### src/rtl/inst_fetch_pkg.sv
// Shared definitions for the instruction-fetch stage: word constants and FSM encodings.
package inst_fetch_pkg;

  localparam int unsigned InstWidth = 32;
  localparam logic [InstWidth-1:0] ZeroWord = '0;

  typedef enum logic [1:0] {
    S_LOOKUP = 2'd0,
    S_MISS   = 2'd1,
    S_DRAIN  = 2'd2
  } fetch_state_e;

endpackage

### src/rtl/inst_fetch_icache_dm.sv
// Direct-mapped one-word-per-line instruction cache: combinational lookup, synchronous fill.
// Valid bits clear on reset; tag and data arrays are plain storage without reset.
module icache_dm
  import inst_fetch_pkg::*;
#(
  parameter int unsigned LINES      = 64,
  parameter int unsigned ADDR_WIDTH = 32
) (
  input  logic                  clk_i,
  input  logic                  rst_i,
  input  logic [ADDR_WIDTH-1:2] rd_addr_i,
  output logic                  hit_o,
  output logic [InstWidth-1:0]  rd_data_o,
  input  logic                  wr_en_i,
  input  logic [ADDR_WIDTH-1:2] wr_addr_i,
  input  logic [InstWidth-1:0]  wr_data_i
);

  localparam int unsigned IDX = $clog2(LINES);
  localparam int unsigned TAG = ADDR_WIDTH - IDX - 2;

  logic [LINES-1:0]     valid_q;
  logic [TAG-1:0]       tag_q  [LINES];
  logic [InstWidth-1:0] data_q [LINES];

  logic [IDX-1:0] rd_idx, wr_idx;
  logic [TAG-1:0] rd_tag, wr_tag;

  assign rd_idx = rd_addr_i[IDX+1:2];
  assign rd_tag = rd_addr_i[ADDR_WIDTH-1:IDX+2];
  assign wr_idx = wr_addr_i[IDX+1:2];
  assign wr_tag = wr_addr_i[ADDR_WIDTH-1:IDX+2];

  assign hit_o     = valid_q[rd_idx] && (tag_q[rd_idx] == rd_tag);
  assign rd_data_o = data_q[rd_idx];

  always_ff @(posedge clk_i) begin
    if (rst_i) begin
      valid_q <= '0;
    end else if (wr_en_i) begin
      valid_q[wr_idx] <= 1'b1;
    end
  end

  always_ff @(posedge clk_i) begin
    if (wr_en_i) begin
      tag_q[wr_idx]  <= wr_tag;
      data_q[wr_idx] <= wr_data_i;
    end
  end

endmodule

### src/rtl/inst_fetch.sv
// IF stage: cache lookup of the fetch PC, single-outstanding memory refill, flush and stall handling.
// Build option ICACHE_EN instantiates the cache; without it every lookup misses and nothing is stored.
module inst_fetch
  import inst_fetch_pkg::*;
#(
  parameter int unsigned ICACHE_LINES = 64,
  parameter int unsigned ADDR_WIDTH   = 32
) (
  input  logic                  clk_in,
  input  logic                  rst_in,
  input  logic                  rdy_in,
  input  logic [ADDR_WIDTH-1:0] pc_in,
  input  logic                  flush,
  input  logic                  stall_in,
  output logic                  stall_out,
  output logic                  if_valid,
  output logic [ADDR_WIDTH-1:0] if_pc,
  output logic [InstWidth-1:0]  if_inst,
  output logic                  mem_req,
  output logic [ADDR_WIDTH-1:0] mem_addr,
  input  logic [InstWidth-1:0]  mem_rdata,
  input  logic                  mem_done
);

  fetch_state_e          state_q;
  logic                  if_valid_q;
  logic [ADDR_WIDTH-1:0] if_pc_q;
  logic [InstWidth-1:0]  if_inst_q;
  logic                  mem_req_q;
  logic [ADDR_WIDTH-1:0] mem_addr_q;
  logic [ADDR_WIDTH-1:0] miss_pc_q;

  logic                  cache_hit;
  logic [InstWidth-1:0]  cache_data;
  logic                  lookup_miss;

`ifdef ICACHE_EN
  logic fill_en;

  // Both a normal refill and a drained (flushed) refill land in the cache.
  assign fill_en = rdy_in && !rst_in && mem_done && (state_q != S_LOOKUP);

  icache_dm #(
    .LINES      (ICACHE_LINES),
    .ADDR_WIDTH (ADDR_WIDTH)
  ) u_icache (
    .clk_i     (clk_in),
    .rst_i     (rst_in),
    .rd_addr_i (pc_in[ADDR_WIDTH-1:2]),
    .hit_o     (cache_hit),
    .rd_data_o (cache_data),
    .wr_en_i   (fill_en),
    .wr_addr_i (miss_pc_q[ADDR_WIDTH-1:2]),
    .wr_data_i (mem_rdata)
  );
`else
  assign cache_hit  = 1'b0;
  assign cache_data = ZeroWord;
`endif

  assign lookup_miss = (state_q == S_LOOKUP) && !cache_hit;
  assign stall_out   = (state_q != S_LOOKUP) || lookup_miss || stall_in;

  assign if_valid = if_valid_q;
  assign if_pc    = if_pc_q;
  assign if_inst  = if_inst_q;
  assign mem_req  = mem_req_q;
  assign mem_addr = mem_addr_q;

  always_ff @(posedge clk_in) begin
    if (rst_in) begin
      state_q    <= S_LOOKUP;
      if_valid_q <= 1'b0;
      if_pc_q    <= '0;
      if_inst_q  <= ZeroWord;
      mem_req_q  <= 1'b0;
      mem_addr_q <= '0;
      miss_pc_q  <= '0;
    end else if (rdy_in) begin
      case (state_q)
        S_LOOKUP: begin
          if (flush) begin
            if_valid_q <= 1'b0;
          end else if (!stall_in) begin
            if (cache_hit) begin
              if_valid_q <= 1'b1;
              if_pc_q    <= pc_in;
              if_inst_q  <= cache_data;
            end else begin
              if_valid_q <= 1'b0;
              mem_req_q  <= 1'b1;
              mem_addr_q <= {pc_in[ADDR_WIDTH-1:2], 2'b00};
              miss_pc_q  <= pc_in;
              state_q    <= S_MISS;
            end
          end
        end
        S_MISS: begin
          if (mem_done) begin
            state_q   <= S_LOOKUP;
            mem_req_q <= 1'b0;
            if (flush) begin
              if_valid_q <= 1'b0;
            end else if (!stall_in) begin
              if_valid_q <= 1'b1;
              if_pc_q    <= miss_pc_q;
              if_inst_q  <= mem_rdata;
            end
          end else if (flush) begin
            // Request stays up; its data is dropped when it arrives.
            if_valid_q <= 1'b0;
            state_q    <= S_DRAIN;
          end
        end
        S_DRAIN: begin
          if (mem_done) begin
            state_q   <= S_LOOKUP;
            mem_req_q <= 1'b0;
          end
        end
        default: begin
          state_q <= S_LOOKUP;
        end
      endcase
    end
  end

endmodule
### config.mk
export PLATFORM = sky130hd
export DESIGN_NAME = inst_fetch
export DESIGN_NICKNAME = d
export VERILOG_FILES = /design/src/rtl/inst_fetch_pkg.sv /design/src/rtl/inst_fetch_icache_dm.sv /design/src/rtl/inst_fetch.sv
export SDC_FILE = /design/constraint.sdc
export NUM_CORES = 1
export LEC_CHECK = 0
export ABC_AREA = 1
export CORE_MARGIN = 10
export CORE_UTILIZATION = 25
export CTS_CLUSTER_SIZE = 30
export DETAILED_ROUTE_END_ITERATION = 8
export GPL_TIMING_DRIVEN = 0
export SLEW_MARGIN = 20
export SYNTH_ARGS = -nofsm -noshare
export SYNTH_HDL_FRONTEND = slang
export SYNTH_SLANG_ARGS = --single-unit
### constraint.sdc
create_clock -name clk_in -period 2.7 [get_ports clk_in]
set_clock_uncertainty 0.1 [all_clocks]
set_input_delay 0.54 -clock clk_in [delete_from_list [all_inputs] [get_ports clk_in]]
set_output_delay 0.54 -clock clk_in [all_outputs]
set_load 0.02 [all_outputs]
# Word-level counts from Yosys, hierarchy flattened
# Cells that the tools add are included.
# op_classes
eq_ne,9
muxes,16
bitwise_logic,2
n_reduce_logical,12
# op_table
op,count
AND reduction 5 bit,4
2-to-1 mux 2 bit,5
inequality test 3 bit (second input constant),3
2-to-1 mux 1 bit,8
inequality test 2 bit (second input constant),3
case mux 2 bit (3 select lines),1
nonzero test 2 bit,3
case mux 1 bit (2 select lines),2
AND reduction 4 bit,1
== test 2 x 1 -> 1 bit (second input constant),1
== test 2 bit (second input constant),1
logical NOT 2 bit,1
logical OR 1 bit,2
inequality test 2 x 1 -> 1 bit (second input constant),1
inverter 1 bit,2
OR reduction 2 bit,1
# word_totals
ff_bits,130
input_bits,70
output_inout_bits,99
wordCells,46

# Depth between registers and ports, before layout
# logic_depth
word_depth,4
depth_mapped,9
mapped_depth_nobuf,9

# Least setup slack after synthesis
# OpenSTA, ideal clock, no wires.
# synth_timing
path_kind,register to register
start,reg state_q[1]
end,"reg if_inst_q[0], in the netlist if_inst[0]"
setup_ps,71
t_arrival_ps,1280
t_required_ps,2529
setup_slack_ps,1249
stages_incl_launch_ff,9
n_path_buf,2
period_less_slack_ps,1451
path_cell_list,dfxtp_1 > inv_1 > ha_1 > nand2_2 > nor2_4 > buf_8 > buf_12 > nand3_2 > a21oi_2
# synth_between
elab_chain_len,2
# synth_rtl
element,line_no,text
"start, declared",inst_fetch.sv:25,fetch_state_e state_q;
"start signal, assigned",inst_fetch.sv:72,state_q <= S_LOOKUP;
"start signal, assigned",inst_fetch.sv:94,state_q <= S_MISS;
"start signal, assigned",inst_fetch.sv:100,state_q <= S_LOOKUP;
== test 2 x 1 -> 1 bit,inst_fetch.sv:80,case (state_q)
AND reduction 5 bit (no source line),n/a,
"end signal, assigned",inst_fetch.sv:75,if_inst_q <= ZeroWord;
"end signal, assigned",inst_fetch.sv:88,if_inst_q <= cache_data;
"end signal, assigned",inst_fetch.sv:107,if_inst_q <= mem_rdata;
"end, declared",inst_fetch.sv:28,logic [InstWidth-1:0] if_inst_q;
# No other way between the ends.
# A chain may end at the register's enable or synchronous reset.

==> run_results.csv <==
group,metric,value,unit
placed_design,post-dp-hpwl,10700,um
clock_network,cts_tree,"done",
global_route,overflow,0,
die,rows,49,
setup_path,r2r_slack,0.80,ns
sta,relSlewSlack,49.9,%
sta,finalSetupTns,0,ns
finish,final_nets,771,
finish,final_util,37.9,%
setup_path,r2r_end,"miss_pc_q[19]",
die,die_h,157,um
finish,antenna_cells,0,
clock_network,cts.clk_slew.worst_paths,0.07,ns
die,die_area,0.0246,mm2
global_route,first_global_vias,4125,
sta,setup_violations,0,
logic_synthesis,postSynthCellCount,519,
sta,worst-slew-pin-transition,0.751,ns
finish,layout-drive-gt1-share,29.2,%
worst_hold_path,hold_path_depth,2,
logic_synthesis,yosysSeqAreaShare,42.8,%
setup_path,cp-end-kind,"output port",
run,drv_cap,0,
die,core,0.0182,mm2
sta,timing.fmax,467,MHz
power_and_ir_drop,p_switching,0.932,mW
clock_network,clk_latency,0.35,ns
finish,layoutNonFillerInstCount,930,
sta,period_minus_slack,2.14,ns
route,firstDrtPassIters,4,
global_route,grt_max_degree,19,
global_route,grt_usage,11.9,%
sta,rsz0062_at_grt,"false",
logic_synthesis,synth_cell_type_count,23,
power_and_ir_drop,p_leak,2.38,nW
global_route,antenna_found_initial,0,
die,num_io_pins,169,
global_route,grt_pass1_wl,23000,um
worst_hold_path,hold_path_end,"if_pc[10]",
power_and_ir_drop,p_clk_share,38.1,%
worst_hold_path,hold_start,"if_pc[10]",
clock_network,clock_path_buffers,2,
logic_synthesis,yosys.area.top_type_share,42.8,%
clock_network,cts_inserted_buffers,9,
setup_path,cp.required,2.06,ns
setup_path,reg2reg_from,"state_q[1]",
logic_synthesis,synth_seq_cells,100,
clock_network,cts.repair.resized,0,
power_and_ir_drop,p_comb_share,15.5,%
worst_hold_path,hold_path_class,"reg2reg",
route,drt_iter0_markers,128,
setup_path,worstPathCellList,"buf_4, clkdlybuf4s50_1",
route,route.vias.total,3958,
sta,fin_crit_sh,79.3,%
clock_network,postCtsSetupRepairBufs,0,
power_and_ir_drop,seqPwrFrac,46.4,%
die,start_util,25.7,%
placed_design,numPortBuffers,165,
placed_design,place_inst,914,
clock_network,h-tree-depth,3,
route,detail-route-antenna-nets,0,
power_and_ir_drop,peakVddDrop,0.277,mV
finish,areaGrowthSynthToFinish,47.6,%
logic_synthesis,synth_area_leaders,"dfxtp_1, nand3_2, a21oi_2",
setup_path,worst_path_largest_cell_delay,0.63,ns
power_and_ir_drop,power_density,484,mW/mm2
logic_synthesis,ys_warn_count,0,
power_and_ir_drop,intPower,2.41,mW
logic_synthesis,netlist_area,0.00468,mm2
setup_path,cp_slowest_cell,"clkdlybuf4s50_1",
setup_path,crit_fanout,3,
setup_path,r2r_cells,7,
clock_network,cts.sinks,100,
placed_design,routabilityCongestion,0.755,
sta,finalMaxSlewViolations,0,
route,routedWlPerCell,15.7,um
route,routed_wl,14600,um
setup_path,critPathKind,"reg2out",
setup_path,cp-start-kind,"flop",
sta,hold_viol,0,
logic_synthesis,yosys.area.top_type,"dfxtp_1",
die,die_x,157,um
clock_network,ctsHoldBuffers,0,
setup_path,path_buf_inv,2,
route,via_per_inst,4.26,
clock_network,ctsRootBufferMaster,"clkbuf_16",
status,status,"finished, final reports clean",
power_and_ir_drop,swShare,27.9,%
logic_synthesis,synth_area_per_cell,9.02,um2
route,drcViolationCount,0,
setup_path,arrival,1.50,ns
setup_path,path_delay_family,"buffers and inverters",
## power groups by stage
stage,combinational [mW],sequential [mW],clock [mW]
after global placement,0.526,1.59,0
after global routing,0.569,1.56,1.38
after detailed placement,0.524,1.59,0
after floorplan,0.278,1.58,0
after CTS,0.527,1.55,1.34
final,0.516,1.55,1.27
## sequential cells by signal (all words and copies together), names as in the netlist
register   cells
if_valid       1
mem_req        1
state_q        2
miss_pc_q     32
if_inst       32
if_pc         32
## worst max-delay path by stage
stage,start,endpoint,slack (ns),depth (start not counted)
2_1_floorplan,state_q[1],if_inst[0],1.25,8
3_3_place_gp,rdy_in,miss_pc_q[16],0.27,6
3_5_place_dp,rdy_in,miss_pc_q[11],0.28,6
4_1_cts,miss_pc_q[30],mem_addr[30],0.51,2
5_1_grt,miss_pc_q[30],mem_addr[30],0.46,2
6_report,miss_pc_q[20],mem_addr[20],0.56,2
## layout make-up
cell class | count | area [um2]
repair buffers | 165 | 1650
plain buffers | 69 | 556
clock buffers | 9 | 225
flip-flops and latches | 100 | 2000
clock inverters | 7 | 60.1
well taps | 229 | 287
fillers | 1856 | 11300
inverters | 14 | 52.6
multi-input cells | 337 | 2070
## kinds of logic (layout without fill, tap and decap cells)
kind of cell / after synthesis / in the layout / share of synthesized area [%]
AO/OA/AOI/OAI: 100 / 100 / 15.5
adder cells (fa/ha/maj): 5 / 5 / 1.34
buffers and inverters: 83 / 264 / 13.0
flip-flops: 100 / 100 / 42.8
other: 2 / 3 / 0.160
AND/OR/NAND/NOR: 229 / 229 / 27.2
## cells in the mapped netlist
library cell and n:
a21oi_1 7, a21oi_2 60, buf_12 6, buf_2 12, buf_4 34, buf_6 6, buf_8 1, clkbuf_1 10
conb_1 2, dfxtp_1 100, ha_1 5, inv_1 10, inv_2 4, nand2_1 78, nand2_2 3, nand3_1 9
nand3_2 60, nand4_1 1, nor2_1 75, nor2_4 2, o21ai_0 29, o21ai_1 4, or2_2 1
## through the flow
step / setup WS, ns / hold WS [ns] / power [mW] / area (um2)
after floorplan: 1.25 / 0.355 / 1.86 / 4680
after global routing: 0.465 / 0.382 / 3.50 / 6910
after global placement: 0.274 / 0.348 / 2.11 / 6620
after CTS: 0.506 / 0.369 / 3.42 / 6910
after detailed placement: 0.278 / 0.356 / 2.11 / 6620
final: 0.560 / 0.366 / 3.34 / 6910
## placed cells by master, fill, tap and decap left out
cell type        instances
a21oi_2                 60
clkinv_4                 4
buf_4                   34
clkbuf_16                9
clkinvlp_4               1
buf_6                    6
nand2_2                  3
o21ai_0                 29
buf_8                    1
buf_2                   12
or2_2                    1
o21ai_1                  4
inv_1                   10
inv_6                    2
nand3_1                  9
inv_2                    4
nor2_4                   2
dfxtp_1                100
nand2_1                 78
a21oi_1                  7
clkdlybuf4s50_1        165
nor2_1                  75
buf_12                   6
conb_1                   3
clkbuf_1                10
nand3_2                 60
nand4_1                  1
ha_1                     5
## worst min-delay path: stages, from the launching register on
cell	delay, ns
dfxtp_1	0.31
nand2_1	0.06
a21oi_1	0.05
## routing by layer
layer	share of wire, %	routed length [um]	GRT usage (%)	vias to the layer above
li1	-	-	-	2022
met1	45	6570	14.3	1801
met2	44	6510	18.8	122
met3	9.3	1370	5.26	13
met4	1.3	197	3.51	0
met5	0	0	0	-
Note: power is estimated with default switching activity, not from simulation.
